### config.mk
export PLATFORM = sky130hd
export DESIGN_NAME = defuzz_div
export DESIGN_NICKNAME = d
export VERILOG_FILES = /design/src/rtl/flc_pkg.sv /design/src/rtl/defuzz_div.sv
export SDC_FILE = /design/constraint.sdc
export NUM_CORES = 1
export LEC_CHECK = 0
export ABC_AREA = 1
export CAP_MARGIN = 20
export CORE_MARGIN = 1
export CORE_UTILIZATION = 40
export DETAILED_ROUTE_END_ITERATION = 16
export HOLD_SLACK_MARGIN = 0.06
export PLACE_DENSITY_LB_ADDON = 0.12
export SLEW_MARGIN = 20
export SYNTH_ARGS = -nofsm -noshare
export SYNTH_HDL_FRONTEND = slang
export SYNTH_SLANG_ARGS = --single-unit
### constraint.sdc
create_clock -name clk -period 9.4 [get_ports clk]
set_input_delay 0.94 -clock clk [delete_from_list [all_inputs] [get_ports clk]]
set_output_delay 0.94 -clock clk [all_outputs]
set_load 0.01 [all_outputs]
### src/rtl/flc_pkg.sv
// Shared constants and types for the fuzzy-logic controller datapath blocks.
package flc_pkg;

    // Largest positive Q1.15 value and full-scale percentage.
    localparam int Q15_MAX  = 32767;
    localparam int PCT_MAX  = 100;

    // Default number of restoring-division iterations (one quotient bit each).
    localparam int DIV_ITER = 16;

    // Divider control states.
    typedef enum logic [1:0] {
        IDLE = 2'd0,
        CALC = 2'd1,
        DONE = 2'd2
    } state_t;

    // One finished defuzzification result, as registered on the outputs.
    typedef struct packed {
        logic [15:0] y;
        logic [7:0]  pct;
        logic        div0;
        logic        sat;
    } div_result_t;

endpackage : flc_pkg

### src/rtl/defuzz_div.sv
// Defuzzifier divider: crisp output y = S_wg / S_w in Q1.15 and in percent,
// computed by a fixed-latency restoring divider (one quotient bit per cycle).
module defuzz_div
    import flc_pkg::*;
#(
    parameter int ITER = DIV_ITER
) (
    input  logic        clk,
    input  logic        rst_n,
    input  logic        start,
    input  logic [15:0] S_w,
    input  logic [15:0] S_wg,
    output logic        busy,
    output logic        done,
    output logic [15:0] y_q15,
    output logic [7:0]  y_pct,
    output logic        div0,
    output logic        sat
);

    // Iteration counter width; at least one bit even for ITER == 1.
    localparam int CW = (ITER > 1) ? $clog2(ITER) : 1;

    state_t          state_q, state_d;

    logic [15:0]     d_q;          // latched divisor (S_w)
    logic [15:0]     n_q;          // latched dividend (S_wg)
    logic [16:0]     r_q;          // partial remainder
    logic [15:0]     q_q;          // quotient bits, MSB first
    logic [CW-1:0]   cnt_q;        // iterations remaining after this one

    logic [15:0]     y_q15_q;
    logic [7:0]      y_pct_q;
    logic            div0_q;
    logic            sat_q;

    // One restoring step on the current remainder.
    logic [16:0]     r2;
    logic            step_ge;
    logic [15:0]     q_step;
    div_result_t     res_d;

    assign r2      = r_q << 1;
    assign step_ge = (r2 >= {1'b0, d_q});
    assign q_step  = {q_q[14:0], step_ge};

    // Turns the raw 16-bit fractional quotient into the registered result,
    // handling divide-by-zero and ratio >= 1 without changing the latency.
    function automatic div_result_t finish_div(input logic [15:0] q,
                                               input logic [15:0] d,
                                               input logic [15:0] n);
        div_result_t res;
        logic [16:0] rounded;
        logic [23:0] prod;
        res     = '0;
        rounded = '0;
        if (d == 16'd0) begin
            res.div0 = 1'b1;
            res.y    = 16'd0;
        end else if (n >= d) begin
            res.sat  = 1'b1;
            res.y    = 16'(Q15_MAX);
        end else begin
            // Drop the extra fraction bit, rounding half up, then clamp.
            rounded = {2'b00, q[15:1]} + {16'd0, q[0]};
            if (rounded > 17'(Q15_MAX)) begin
                res.y = 16'(Q15_MAX);
            end else begin
                res.y = rounded[15:0];
            end
        end
        // Percent with round-half-up; 24 bits holds 32767*100 + 16384.
        prod    = ({8'd0, res.y} * 24'd100) + 24'd16384;
        res.pct = 8'(prod >> 15);
        if (res.pct > 8'(PCT_MAX)) begin
            res.pct = 8'(PCT_MAX);
        end
        return res;
    endfunction

    // Result that will be captured on the final CALC edge.
    always_comb begin
        res_d = finish_div(q_step, d_q, n_q);
    end

    // Control state register.
    always_ff @(posedge clk or negedge rst_n) begin
        if (!rst_n) begin
            state_q <= IDLE;
        end else begin
            state_q <= state_d;
        end
    end

    // Next-state logic: accept start only in IDLE, run ITER steps, pulse DONE.
    always_comb begin
        state_d = state_q;
        case (state_q)
            IDLE: begin
                if (start) begin
                    state_d = CALC;
                end
            end
            CALC: begin
                if (cnt_q == '0) begin
                    state_d = DONE;
                end
            end
            DONE: begin
                state_d = IDLE;
            end
            default: begin
                state_d = IDLE;
            end
        endcase
    end

    // Operand latch, restoring-division steps and result registers.
    always_ff @(posedge clk or negedge rst_n) begin
        if (!rst_n) begin
            d_q     <= '0;
            n_q     <= '0;
            r_q     <= '0;
            q_q     <= '0;
            cnt_q   <= '0;
            y_q15_q <= '0;
            y_pct_q <= '0;
            div0_q  <= 1'b0;
            sat_q   <= 1'b0;
        end else begin
            case (state_q)
                IDLE: begin
                    if (start) begin
                        d_q   <= S_w;
                        n_q   <= S_wg;
                        r_q   <= {1'b0, S_wg};
                        q_q   <= '0;
                        cnt_q <= CW'(ITER - 1);
                    end
                end
                CALC: begin
                    if (step_ge) begin
                        r_q <= r2 - {1'b0, d_q};
                    end else begin
                        r_q <= r2;
                    end
                    q_q   <= q_step;
                    cnt_q <= cnt_q - 1'b1;
                    if (cnt_q == '0) begin
                        y_q15_q <= res_d.y;
                        y_pct_q <= res_d.pct;
                        div0_q  <= res_d.div0;
                        sat_q   <= res_d.sat;
                    end
                end
                default: begin
                end
            endcase
        end
    end

    assign busy  = (state_q != IDLE);
    assign done  = (state_q == DONE);
    assign y_q15 = y_q15_q;
    assign y_pct = y_pct_q;
    assign div0  = div0_q;
    assign sat   = sat_q;

endmodule : defuzz_div

==> results.toml <==
[status]
status = "finished clean"

[critical_path]
end_kind = "flop"
crit_start = "d_q[2]$_DFFE_PN0P_"
r2r-start = "d_q[2]$_DFFE_PN0P_"
required_ps = 9650
critPathMaxStageDelay_ps = 500
cp_slowest_cell = "fa_1"
crit_type = "reg2reg"
worst_path_most_repeated_cell = "nand2_1"
critPathLaunchType = "flop"
cp_max_fo = 21
cp.arrival_ps = 8080

[timing]
finalCritPeriodShare = 0.8330
clock_skew_ps = 5.488
hold_slack_ps = 483.7
setup_viol = 0
max_freq_ghz = 0.1277
drv_slew = 0
period_needed_ps = 7830
setup_tns_ps = 0
tightest_slew_ps = 893.2
rsz0062_at_grt = "no"
relSlewSlack = 0.3994
finalHoldViolCount = 0

[yosys]
synth_most_common_cell = "nand2_1"
synthDistinctLibCells = 44
synth_enable_flop_cells = 0
yosysSeqAreaShare = 0.3365
synth_area_leader_cell = "dfrtp_1"
synthArstFlopShare = 1.000
avgSynthCellArea_sq_um = 7.588
syn_inst = 931
synth_area_sq_mm = 0.007064
yosys-top-cells-area = "dfrtp_1, ha_1, nand2_1"
synth_seq_cells = 95
synth_top_cell_area_share = 0.3365
ys_warn_count = 0
ys.flop_type = "dfrtp_1"
yosys-top-cells-count = "nand2_1, inv_1, dfrtp_1"

[clock_network]
cts_buffers = 9
h-tree-depth = 3
post-cts-setup-buffer-count = 0
clock-sinks = 95
hold_buffers = 0
cts_resized = 0
cts_buffer_depth = 2
worstSkewPairLatency_ps = 350
clkTransAtPathRegs_ps = 70
cts_tree = "yes"
cts_root_buf = "clkbuf_16"

[layout]
antenna_cells = 0
regArea_sq_mm = 0.002377
nNetsFinal = 1121
drive_gt1_frac = 0.05817
fillers = 1778
areaGrowthSynthToFinish_pct = 16.86
multi_input_area_sq_mm = 0.004093

[floorplan]
io_pins = 63
start_util = 0.4084
core_sq_mm = 0.01730
core.rowCount = 48
die_w_microns = 134.9
fp.dieArea_sq_mm = 0.01820
fp.dieH_microns = 134.9

[routing]
remaining_drc_errors = 0
totalWireLength_microns = 17560
drt_pass1_iterations = 5
routedWlPerCell_microns = 14.37
num_vias = 6050
first_iter_violations = 325
viasPerCell = 4.951
ant_nets = 0

[global_route]
grt.overflow.total = 0
grt_max_degree = 69
grt_pass1_wl_microns = 29970
grt_pass1_vias = 5990
grt_usage = 0.2095
grt_antenna_before_repair = 0

[placement]
io_buffer_count = 62
dp_hpwl_microns = 13240
routabilityCongestion = 0.8903

[job]
maxCapViolations = 0

[worst_hold_path]
min-delay-path-class = "reg2reg"
hold_start = "y_pct[4]$_DFFE_PN0P_"
## kinds of logic (layout without fill, tap and decap cells)
family | after synthesis | count (layout) | synth area share
other | 2 | 3 | 0.001063
flip-flops | 95 | 95 | 0.3365
XOR/XNOR | 27 | 27 | 0.03454
AO/OA/AOI/OAI | 163 | 163 | 0.1258
AND/OR/NAND/NOR | 392 | 392 | 0.2393
adder cells (fa/ha/maj) | 94 | 94 | 0.1782
buffers and inverters | 158 | 223 | 0.08466
## registers in the layout, summed over array words and instances (netlist names), 2 cells and up
register,flops
y_q15,16
state_q,2
r_q,16
y_pct,8
d_q,16
n_q,16
cnt_q,4
q_q,15
## cell type report
class / count / share of cell area
Clock buffer: 12 / 0.03228
Clock inverter: 4 / 0.006366
Inverter: 139 / 0.06320
Multi-Input combinational cell: 679 / 0.4958
Sequential cell: 95 / 0.2880
Tap cell: 225 / 0.03410
Timing Repair Buffer: 68 / 0.08033
## through the flow
| stage | cells | instance area, sq um | setup slack (ps) | utilization |
|---|---|---|---|---|
| 4_1_cts | 1222 | 8255 | 1545 | 0.4773 |
| 6_report | 1222 | 8255 | 1570 | 0.4773 |
| 2_1_floorplan | 932 | 7068 | 2733 | - |
| 3_5_place_dp | 1206 | 7936 | 1590 | 0.4588 |
| 5_1_grt | 1222 | 8255 | 735.0 | 0.4773 |
| 3_3_place_gp | 1206 | 7936 | 1700 | 0.4588 |
## path summary, 6_finish.rpt
check / to / slack (ps) / depth (start not counted)
max: y_pct[6]$_DFFE_PN0P_ / 1570 / 44
min: y_pct[4]$_DFFE_PN0P_ / 480 / 2
max reg2reg: y_pct[6]$_DFFE_PN0P_ / 1570 / 44
min reg2reg: y_pct[4]$_DFFE_PN0P_ / 480 / 2
max in group asynchronous: y_q15[8]$_DFFE_PN0P_ / 7700 / 2
min in group asynchronous: d_q[0]$_DFFE_PN0P_ / 490 / 1
## placed cells by master, fill, tap and decap left out, types with 16 or more instances in the layout
cell             instances
o21ai_0                 76
a21oi_1                 45
clkdlybuf4s50_1         61
dfrtp_1                 95
nand3_1                 40
o22ai_1                 16
nor2_1                  50
nand2_1                248
xor2_1                  19
ha_1                    83
inv_1                  133
## critical path, delay by kind of cell (launching register included)
kind | cells | cell delay [ps]
flip-flops | 1 | 320
AO/OA/AOI/OAI | 9 | 1930
AND/OR/NAND/NOR | 22 | 2610
buffers and inverters | 5 | 440
adder cells (fa/ha/maj) | 7 | 2250
XOR/XNOR | 1 | 170
## metal layers
metal | wire [microns] | GRT usage
met5 | 0 | 0
met4 | 193 | 0.05306
met3 | 611 | 0.02553
met2 | 7347 | 0.3176
met1 | 9408 | 0.3139
Power is left out: the tool's default activity adds up to more than one toggle a clock period on the data nets, which glitch-free logic cannot reach.
